## src/rtl/gx4000_pkg.sv

```systemverilog
// Shared GX4000 subsystem types: ROM address width, grant owner encoding and
// the issue/wait access sequencer states.
// Used by the cartridge ROM arbiter and the ASIC register-bus arbiter.
package gx4000_pkg;

  localparam int GX_ROM_AW = 23;

  typedef enum logic [1:0] {
    GNT_NONE = 2'd0,
    GNT_LOAD = 2'd1,
    GNT_CPU  = 2'd2,
    GNT_DMA  = 2'd3
  } grant_t;

  typedef enum logic [1:0] {
    IDLE  = 2'd0,
    ISSUE = 2'd1,
    WAIT  = 2'd2,
    DONE  = 2'd3
  } arb_state_t;

endpackage

```

## src/rtl/gx4000_arb_pick.sv

```systemverilog
// Purpose : fixed-priority winner select (load > urgent dma > cpu > dma).
// Latency : purely combinational, zero cycles.
// Backpressure: none; caller decides when the winner is sampled.
// Ports: load_req/cpu_req/dma_req request levels, dma_urgent starvation flag,
//        winner = selected owner (GNT_NONE when nothing is requested).
module gx4000_arb_pick
  import gx4000_pkg::*;
(
  input  logic   load_req,
  input  logic   cpu_req,
  input  logic   dma_req,
  input  logic   dma_urgent,
  output grant_t winner
);

  always_comb begin
    winner = GNT_NONE;
    if (load_req)
      winner = GNT_LOAD;
    else if (dma_req && dma_urgent)
      winner = GNT_DMA;
    else if (cpu_req)
      winner = GNT_CPU;
    else if (dma_req)
      winner = GNT_DMA;
  end

endmodule

```

## src/rtl/gx4000_cart_arbiter.sv

```systemverilog
// Purpose : shares the cartridge ROM port between loader, CPU and sound DMA.
// Latency : req in IDLE at cycle 0 -> strobe cycle 1 -> ack cycle 3 at the earliest.
// Backpressure: requests held until ack; memory stalls via mem_ready, TIMEOUT aborts.
// Ports: load/cpu/dma request+address (+load data, cpu/dma q) with one-cycle
//        acks; mem_* single-access memory port; busy, grant and sticky timeout_err.
module gx4000_cart_arbiter
  import gx4000_pkg::*;
#(
  parameter int ADDR_W       = GX_ROM_AW,
  parameter int DMA_MAX_WAIT = 8,
  parameter int TIMEOUT      = 255
) (
  input  logic              clk_sys,
  input  logic              reset,
  input  logic              load_req,
  input  logic [ADDR_W-1:0] load_addr,
  input  logic [7:0]        load_data,
  output logic              load_ack,
  input  logic              cpu_req,
  input  logic [ADDR_W-1:0] cpu_addr,
  output logic              cpu_ack,
  output logic [7:0]        cpu_q,
  input  logic              dma_req,
  input  logic [ADDR_W-1:0] dma_addr,
  output logic              dma_ack,
  output logic [7:0]        dma_q,
  output logic [ADDR_W-1:0] mem_addr,
  output logic [7:0]        mem_din,
  output logic              mem_wr,
  output logic              mem_rd,
  input  logic [7:0]        mem_q,
  input  logic              mem_ready,
  output logic              busy,
  output logic [1:0]        grant,
  output logic              timeout_err
);

  localparam int DW_W = $clog2(DMA_MAX_WAIT + 1);
  localparam int WC_W = $clog2(TIMEOUT + 1);
  localparam logic [DW_W-1:0] DMA_MAX_C = DW_W'(DMA_MAX_WAIT);
  localparam logic [WC_W-1:0] TIMEOUT_C = WC_W'(TIMEOUT);

  arb_state_t        state, state_next;
  grant_t            owner, pick;
  logic [DW_W-1:0]   dma_wait;
  logic [WC_W-1:0]   wait_cnt;
  logic [ADDR_W-1:0] pick_addr;

  // Requests only matter in IDLE; other states mask them so that a request
  // overlapping DONE is deferred to the next IDLE cycle.
  gx4000_arb_pick u_pick (
    .load_req   (load_req && state == IDLE),
    .cpu_req    (cpu_req  && state == IDLE),
    .dma_req    (dma_req  && state == IDLE),
    .dma_urgent (dma_wait >= DMA_MAX_C),
    .winner     (pick)
  );

  always_comb begin
    pick_addr = '0;
    case (pick)
      GNT_LOAD: pick_addr = load_addr;
      GNT_CPU:  pick_addr = cpu_addr;
      GNT_DMA:  pick_addr = dma_addr;
      default:  pick_addr = '0;
    endcase
  end

  assign busy  = (state != IDLE);
  assign grant = owner;

  always_ff @(posedge clk_sys) begin
    if (reset)
      state <= IDLE;
    else
      state <= state_next;
  end

  always_comb begin
    state_next = state;
    mem_wr     = 1'b0;
    mem_rd     = 1'b0;
    load_ack   = 1'b0;
    cpu_ack    = 1'b0;
    dma_ack    = 1'b0;
    case (state)
      IDLE: if (pick != GNT_NONE) state_next = ISSUE;
      ISSUE: begin
        mem_wr     = (owner == GNT_LOAD);
        mem_rd     = (owner != GNT_LOAD);
        state_next = WAIT;
      end
      // A ready arriving on the timeout cycle still counts as a real completion.
      WAIT: if (mem_ready || wait_cnt == TIMEOUT_C) state_next = DONE;
      DONE: begin
        load_ack   = (owner == GNT_LOAD);
        cpu_ack    = (owner == GNT_CPU);
        dma_ack    = (owner == GNT_DMA);
        state_next = IDLE;
      end
      default: state_next = IDLE;
    endcase
  end

  always_ff @(posedge clk_sys) begin
    if (reset) begin
      owner       <= GNT_NONE;
      mem_addr    <= '0;
      mem_din     <= '0;
      cpu_q       <= '0;
      dma_q       <= '0;
      timeout_err <= 1'b0;
      wait_cnt    <= '0;
      dma_wait    <= '0;
    end else begin
      case (state)
        IDLE: begin
          if (pick != GNT_NONE) begin
            owner    <= pick;
            mem_addr <= pick_addr;
            if (pick == GNT_LOAD)
              mem_din <= load_data;
          end
        end
        ISSUE: wait_cnt <= '0;
        WAIT: begin
          if (mem_ready) begin
            if (owner == GNT_CPU) cpu_q <= mem_q;
            if (owner == GNT_DMA) dma_q <= mem_q;
          end else if (wait_cnt == TIMEOUT_C) begin
            if (owner == GNT_CPU) cpu_q <= 8'hFF;
            if (owner == GNT_DMA) dma_q <= 8'hFF;
            timeout_err <= 1'b1;
          end else begin
            wait_cnt <= wait_cnt + 1'b1;
          end
        end
        DONE: owner <= GNT_NONE;
        default: owner <= GNT_NONE;
      endcase

      // Starvation counter: runs while DMA is pending and not the owner.
      if (!dma_req || pick == GNT_DMA)
        dma_wait <= '0;
      else if (owner != GNT_DMA && dma_wait < DMA_MAX_C)
        dma_wait <= dma_wait + 1'b1;
    end
  end

endmodule

```

## config.mk

```make
export PLATFORM = sky130hd
export DESIGN_NAME = gx4000_cart_arbiter
export DESIGN_NICKNAME = d
export VERILOG_FILES = /design/src/rtl/gx4000_pkg.sv /design/src/rtl/gx4000_arb_pick.sv /design/src/rtl/gx4000_cart_arbiter.sv
export SDC_FILE = /design/constraint.sdc
export NUM_CORES = 1
export LEC_CHECK = 0
export CAP_MARGIN = 5
export CORE_UTILIZATION = 45
export CTS_CLUSTER_DIAMETER = 200
export DETAILED_ROUTE_END_ITERATION = 8
export PLACE_DENSITY = 0.86
export SYNTH_ARGS = -nofsm -noshare
export SYNTH_HDL_FRONTEND = slang
export SYNTH_SLANG_ARGS = --single-unit
```

## constraint.sdc

```tcl
create_clock -name clk_sys -period 2.7 [get_ports clk_sys]
set_clock_uncertainty 0.2 [all_clocks]
set_input_delay 0.27 -clock clk_sys [delete_from_list [all_inputs] [get_ports clk_sys]]
set_output_delay 0.27 -clock clk_sys [all_outputs]
set_load 0.01 [all_outputs]
```

==> After elaboration in Yosys (flattened, before gate mapping) <==
Cells that the tools add are included.
{ "op_classes": {"eq_ne": 16, "n_reduce_logical": 23, "bitwise_logic": 1, "n_addsub": 2, "muxes": 26, "n_lt_le_gt_ge": 2} }
{ "op_table": {"columns": ["op", "n"], "rows": [
  ["8-bit two-way mux", 10],
  ["23-bit one-hot mux with 3 select lines", 1],
  ["8-bit one-hot mux with 2 select lines", 1],
  ["3-bit AND reduction", 5],
  ["2-bit two-way mux", 7],
  ["2-bit equality test (second input constant)", 6],
  ["2-bit nonzero test", 5],
  ["8-bit by 1-bit adder with 8-bit output (second input constant)", 1],
  ["8-bit equality test (second input constant)", 1],
  ["2-bit inequality test (second input constant)", 4],
  ["2-bit one-hot mux with 4 select lines", 1],
  ["2-bit by 1-bit equality test with 1-bit output (second input constant)", 3],
  ["2-bit AND reduction", 3],
  ["1-bit logical AND", 5],
  ["1-bit two-way mux", 5],
  ["4-bit by 1-bit adder with 4-bit output (second input constant)", 1],
  ["4-bit greater-or-equal comparator (second input constant)", 1],
  ["4-bit less-than comparator (second input constant)", 1],
  ["2-bit by 1-bit inequality test with 1-bit output (second input constant)", 2],
  ["2-bit one-hot mux with 2 select lines", 1],
  ["2-bit logical NOT", 1],
  ["1-bit logical OR", 2],
  ["2-bit OR reduction", 1],
  ["1-bit logical NOT", 1],
  ["1-bit NOT", 1]
]} }
{ "word_totals": {"word_cells": 79, "regBits": 64, "inputBits": 91} }

==> Depth between registers and ports, before layout <==
Gate-level depths: netlist of run 1.
{ "logic_depth": {"ltp_word": 9, "ltp_mapped": 7, "mapped_depth_nobuf": 6} }

==> Hierarchy <==
A second synthesis of run 1 with hierarchy kept.
{ "unflattened": {"hier_cells": 373, "hier_area_um2": 3131.8} }
{ "modules_own_cells": {"columns": ["module", "seq_area_each_um2", "n_inst", "area_per_inst_um2", "cells_each"], "rows": [
  ["gx4000_cart_arbiter", 1281.2, 1, 3110.5, 369],
  ["gx4000_arb_pick", 0.0, 1, 21.3, 4]
]} }

==> Worst setup path before layout of run 1 <==
Ideal clock, no wire load.
{ "synth_path": {"kind": "reg2reg", "start": "register state[0]", "end": "register mem_addr[10]", "t_arrival_ps": 1546, "stages_incl_launch_ff": 8, "t_required_ps": 2419, "slack_ps": 873, "path_buffers": 1, "setup_time_ps": 81, "path_cell_list": "dfxtp_1 > inv_1 > ha_1 > inv_1 > nor2_1 > clkbuf_1 > nor2_1 > a211oi_2"} }
{ "synth_between": {"elab_chain_cells": 8, "word_cells_on_any_way": 15, "cone_classes": "eq/ne: 3; mux: 5; reduce/logical: 7"} }
{ "synth_lines": {"columns": ["item", "line_no", "text"], "rows": [
  ["from (decl)", "gx4000_cart_arbiter.sv:43", "arb_state_t state, state_next;"],
  ["from (signal assigned)", "gx4000_cart_arbiter.sv:76", "state <= state_next;"],
  ["2-bit logical NOT (*)", null, null],
  ["1-bit logical AND", "gx4000_cart_arbiter.sv:54", ".dma_req (dma_req && state == IDLE),"],
  ["2-bit two-way mux", "gx4000_arb_pick.sv:24", "else if (dma_req)"],
  ["2-bit two-way mux", "gx4000_arb_pick.sv:22", "else if (cpu_req)"],
  ["2-bit two-way mux", "gx4000_arb_pick.sv:20", "else if (dma_req && dma_urgent)"],
  ["2-bit two-way mux", "gx4000_arb_pick.sv:18", "if (load_req)"],
  ["2-bit equality test (tied with other cells)", "gx4000_cart_arbiter.sv:61", "case (pick)"],
  ["23-bit one-hot mux with 3 select lines or 2-bit AND reduction (tied branches)", null, null],
  ["to (signal assigned)", "gx4000_cart_arbiter.sv:120", "mem_addr <= pick_addr;"],
  ["to (decl)", "gx4000_cart_arbiter.sv:27", "output logic [ADDR_W-1:0] mem_addr,"]
]} }
Every way passes the cells marked *; elsewhere a longest branch is shown, timed or not.
A chain may end at the register's enable or synchronous reset.

==> Worst setup path after layout of run 1 <==
{ "layout_path": {"start": "register state[0]", "end": "output busy"} }
{ "layout_between": {"elab_chain_cells": 1} }
{ "layout_lines": {"columns": ["item", "line_no", "text"], "rows": [
  ["2-bit nonzero test", "gx4000_cart_arbiter.sv:69", "assign busy = (state != IDLE);"],
  ["to (decl)", "gx4000_cart_arbiter.sv:33", "output logic busy,"]
]} }
Every way passes these cells.

==> results of run 1 <==
==> metal layers <==
layer | GRT usage | share of wire | wire length, um
met4 | 0.0924 | 0.018 | 180
met2 | 0.429 | 0.47 | 4570
met5 | 0 | 0 | 0
met1 | 0.333 | 0.43 | 4250
met3 | 0.0581 | 0.081 | 792
==> through the flow <==
| stage | utilization | std cells | setup slack (ns) |
|---|---|---|---|
| 2_1_floorplan | - | 339 | 0.873 |
| 3_3_place_gp | 0.690 | 568 | 0.660 |
| 3_5_place_dp | 0.690 | 568 | 0.528 |
| 4_1_cts | 0.719 | 584 | 0.314 |
| 5_1_grt | 0.719 | 584 | 0.222 |
| 6_report | 0.719 | 584 | 0.328 |
==> path summary, 6_finish.rpt <==
check	start	end	slack [ns]	cells after the start
setup / recovery	state[0]	busy	0.33	5
hold / removal	reset	timeout_err	0.26	2
setup reg to reg	state[0]	mem_addr[1]	0.60	7
hold reg to reg	mem_din[6]	mem_din[6]	0.26	2
==> logic make-up after synthesis <==
logic type / share of synthesized area
flip-flops: 0.399
buffers and inverters: 0.0522
AND/OR/NAND/NOR: 0.199
XOR/XNOR: 0.0109
AO/OA/AOI/OAI: 0.308
adder cells (fa/ha/maj): 0.0312
==> final cells by class <==
class | count | area [um^2]
clock buffer | 13 | 159
clock inverter | 3 | 40.0
fill | 513 | 1920
inverter | 10 | 37.5
multi-input combinational | 244 | 1760
sequential | 64 | 1280
tap | 96 | 120
timing repair buffer | 154 | 1510
==> cell usage in the layout, fill, tap and decap left out, types with 5 or more instances in the layout <==
master,n
ha_1,8
nand3_1,15
o22a_1,16
nor3_1,5
nor2_1,38
nand2_1,35
o21ai_0,5
a211oi_2,20
clkbuf_8,11
inv_1,10
clkdlybuf4s50_1,144
buf_4,8
nor2b_1,18
dfxtp_1,64
a221oi_2,20
a21oi_1,19
==> flip-flops by register name, indices dropped and copies added, names as in the netlist <==
name and cells:
dma_q 8, cpu_q 8, timeout_err 1, grant 2, mem_din 8, dma_wait 4
wait_cnt 8, state 2, mem_addr 23
==> power groups by stage <==
stage / logic (mW) / clock network [mW] / registers, mW
floorplan: 0.900 / 0 / 1.33
global placement: 1.62 / 0 / 1.28
detailed placement: 1.67 / 0 / 1.29
CTS: 1.68 / 0.849 / 1.26
global route: 1.81 / 0.890 / 1.29
finish: 1.68 / 0.841 / 1.27
==> impl_metrics.json, run 1 <==
{
  "status": "finished clean",
  "period_share": 0.879,
  "grt_max_degree": 36,
  "clock-sinks": 64,
  "yosysMostFrequentCell": "dfxtp_1",
  "cp_max_fo": 13,
  "wl_per_cell_um": 16.8,
  "synth_edf_count": 0,
  "crit_top_cell": "inv_1",
  "synth_common_cells": "dfxtp_1, nor2_1, nand2_1, a211oi_2, a221oi_2",
  "synth.largest_area_cell": "dfxtp_1",
  "portBuffers": 146,
  "start_kind": "flop",
  "worst_pin_slew_ns": 0.665,
  "p_leak_nw": 1.78,
  "yosysSeqAreaShare": 0.399,
  "synth_nets": 438,
  "seqPwrFrac": 0.335,
  "maxSlewViolCount": 0,
  "cts_root_buf": "clkbuf_8",
  "arrival_ns": 1.90,
  "ys_ff_latch": 64,
  "hold_viol": 0,
  "cts_buffers": 9,
  "synth_cells": 339,
  "required_ns": 2.23,
  "area_growth_pct": 52.9,
  "rsz0062_at_grt": "no",
  "start_util": 0.470,
  "hp-class": "input pin to flop",
  "antenna_found_initial": 0,
  "vias_per_cell": 5.54,
  "async_flop_share": 0,
  "p_sw_mw": 1.34,
  "power_frac_clock": 0.222,
  "comb_power_share": 0.443,
  "gr-total-overflow": 0,
  "ctsHoldBuffers": 0,
  "cts_resized": 0,
  "core_area_um2": 6830,
  "worst_skew_pair.late_latency_ns": 0.34,
  "final_area_um2": 4910,
  "setup_viol": 0,
  "clkTransAtPathRegs_ns": 0.07,
  "path_delay_family": "buffers and inverters",
  "antennaDiodeCount": 0,
  "postPlaceCellArea_um2": 4710,
  "swShare": 0.354,
  "yosysUniqueCellTypes": 48,
  "finalSetupTns_ns": 0,
  "peakVddDrop_uv": 387,
  "cts_tree": "done",
  "syn_area_per_cell_um2": 9.48,
  "fin_crit_ns": 2.37,
  "drc": 0,
  "end_kind": "output pin",
  "routed_wl_um": 9790,
  "powerDensity_nw_per_um2": 770,
  "max-clock-path-buffers": 2,
  "ioPinCount": 147,
  "nets": 582,
  "crit_buf_inv": 4,
  "dr.pass1.iters": 4,
  "cpMaxStageDelayCell": "clkdlybuf4s50_1",
  "synth.area.top_cells": "dfxtp_1, a221oi_2, a211oi_2",
  "internal_power_mw": 2.44,
  "ys_warn_count": 0,
  "max-cap-violations": 0,
  "grt_pass1_wl_um": 15200,
  "cp_cell_sequence": "inv_1 -> ha_1 -> buf_4 -> inv_1 -> clkdlybuf4s50_1",
  "crit_type": "flop to output pin",
  "fin_worst_hold_slack_ns": 0.257,
  "rows": 30,
  "track_usage": 0.259,
  "max-slew-margin-rel": 0.557,
  "synth_flop_cell": "dfxtp_1",
  "max_stage_delay_ns": 0.56,
  "die_x_um": 86.5,
  "die_y_um": 86.5,
  "grt_pass1_vias": 3105,
  "synth_top_area_frac": 0.399,
  "dieArea_um2": 7480,
  "dp_hpwl_um": 7240,
  "drt_iter0_drc": 145,
  "route.antenna.remaining_nets": 0,
  "post-cts-setup-buffers": 0,
  "drive_gt1_frac": 0.139,
  "vias": 3233,
  "fmaxAchievable_mhz": 422,
  "cts_htree_levels": 3,
  "place.gp.congestion": 0.831,
  "synthesis.area_um2": 3210,
  "total_power_mw": 3.78
}
Power figures use the tool's default switching activity.
==> inputs of run 2 (changes only) <==
CTS_BUF_LIST = sky130_fd_sc_hd__clkbuf_4 sky130_fd_sc_hd__clkbuf_8 sky130_fd_sc_hd__clkbuf_16   (was default)
==> impl_metrics.json, run 2 (synthesis gave the netlist of run 1 again) <==
{
  "status": "finished clean",
  "gr-total-overflow": 0,
  "path_delay_family": "buffers and inverters",
  "start_util": 0.470,
  "ctsHoldBuffers": 0,
  "wl_per_cell_um": 16.8,
  "rows": 30,
  "p_leak_nw": 1.79,
  "cts_htree_levels": 3,
  "finalSetupTns_ns": 0,
  "crit_start": "state[0]",
  "post-cts-setup-buffers": 0,
  "final_common_cell": "clkdlybuf4s50_1",
  "dieArea_um2": 7480,
  "dp_hpwl_um": 7240,
  "peakVddDrop_uv": 387,
  "max-clock-path-buffers": 2,
  "hold_viol": 0,
  "nets": 582,
  "arrival_ns": 1.90,
  "rrSetupSlack_ns": 0.60,
  "max_stage_delay_ns": 0.56,
  "drc": 0,
  "core_area_um2": 6830,
  "hp-class": "flop to flop",
  "cts_resized": 0,
  "largest_reg_flops": 23,
  "cts_tree": "done",
  "die_y_um": 86.5,
  "final_core_util": 0.720,
  "r2r_cells": 7,
  "clock-sinks": 64,
  "area_growth_pct": 53.2,
  "crit_type": "flop to output pin",
  "end_kind": "output pin",
  "rr_endpoint": "mem_addr[1]",
  "cts_buffers": 9,
  "reg2reg_from": "state[0]",
  "setup_viol": 0,
  "grt_pass1_wl_um": 15200,
  "crit_top_cell": "inv_1",
  "cts_root_buf": "clkbuf_8",
  "cp_max_fo": 13,
  "worstSetupPathDepth": 5,
  "crit_buf_inv": 4,
  "worst_skew_pair.late_latency_ns": 0.33,
  "track_usage": 0.259,
  "antennaDiodeCount": 0,
  "period_share": 0.878,
  "antenna_found_initial": 0,
  "grt_pass1_vias": 3106,
  "routed_wl_um": 9790,
  "clkTransAtPathRegs_ns": 0.07,
  "powerDensity_nw_per_um2": 772,
  "final_cells": 584,
  "drive_gt1_frac": 0.143,
  "cp_cell_sequence": "inv_1 -> ha_1 -> buf_4 -> inv_1 -> clkdlybuf4s50_1",
  "max-slew-margin-rel": 0.551,
  "regMostFlops": "mem_addr",
  "drt_iter0_drc": 137,
  "fmaxAchievable_mhz": 422,
  "maxSlewViolCount": 0,
  "cpMaxStageDelayCell": "clkdlybuf4s50_1",
  "die_x_um": 86.5,
  "crit_end": "busy",
  "start_kind": "flop",
  "fin_crit_ns": 2.37,
  "required_ns": 2.23,
  "route.antenna.remaining_nets": 0,
  "ioPinCount": 147,
  "worst_pin_slew_ns": 0.673,
  "dr.pass1.iters": 4,
  "max-cap-violations": 0,
  "dp.cells": 568,
  "nFillCells": 509,
  "vias": 3226,
  "grt_max_degree": 36,
  "place.gp.congestion": 0.831,
  "vias_per_cell": 5.52,
  "layout_common_cells": "clkdlybuf4s50_1, dfxtp_1, nor2_1",
  "rsz0062_at_grt": "no",
  "portBuffers": 146
}
[run 2: cell types whose count changed in the layout (fill, tap and decap cells not counted)]
cell / delta
clkbuf_1: -2
clkbuf_4: +2
[run 2: how the worst min path moves through the flow]
stage	start	to	slack (ns)	depth (start not counted)
final	mem_din[6]	mem_din[6]	0.26	2
after global routing	mem_din[4]	mem_din[4]	0.29	2
after CTS	reset	timeout_err	0.26	2
after detailed placement	mem_din[6]	mem_din[6]	0.25	2
after global placement	mem_din[7]	mem_din[7]	0.24	2
after floorplan	mem_q[0]	cpu_q[0]	0.21	1
[run 2: per-layer routing]
metal	vias up	track usage	part of all wire
li1	1527	-	-
met1	1528	0.333	0.43
met2	152	0.429	0.47
met3	19	0.0581	0.086
met4	0	0.0924	0.019
met5	-	0	0
[run 2: metrics by stage]
step,instance area [um^2],power [mW],hold WS (ns),setup slack [ns]
2_1_floorplan,3210,2.23,0.211,0.873
3_3_place_gp,4710,2.91,0.242,0.660
3_5_place_dp,4710,2.96,0.252,0.528
4_1_cts,4920,3.82,0.256,0.314
5_1_grt,4920,4.01,0.285,0.220
6_report,4920,3.80,0.260,0.330
[run 2: final cells by class]
| class | instances | area [um^2] | area share |
|---|---|---|---|
| Clock buffer | 13 | 166 | 0.0338 |
| Clock inverter | 3 | 40.0 | 0.00814 |
| Inverter | 10 | 37.5 | 0.00763 |
| Multi-Input combinational cell | 244 | 1760 | 0.359 |
| Sequential cell | 64 | 1280 | 0.260 |
| Tap cell | 96 | 120 | 0.0244 |
| Timing Repair Buffer | 154 | 1510 | 0.307 |
[run 2: tightest hold or removal path: cells and delay by family, from the launching register on]
| family | cells | cell delay [ns] |
|---|---|---|
| flip-flops | 1 | 0.31 |
| AND/OR/NAND/NOR | 1 | 0.05 |
| AO/OA/AOI/OAI | 1 | 0.05 |
[run 2: report_power, final]
group | total [mW] | switching, mW | internal, mW
Combinational | 1.67 | 0.843 | 0.832
Clock | 0.859 | 0.364 | 0.495
Sequential | 1.27 | 0.131 | 1.13
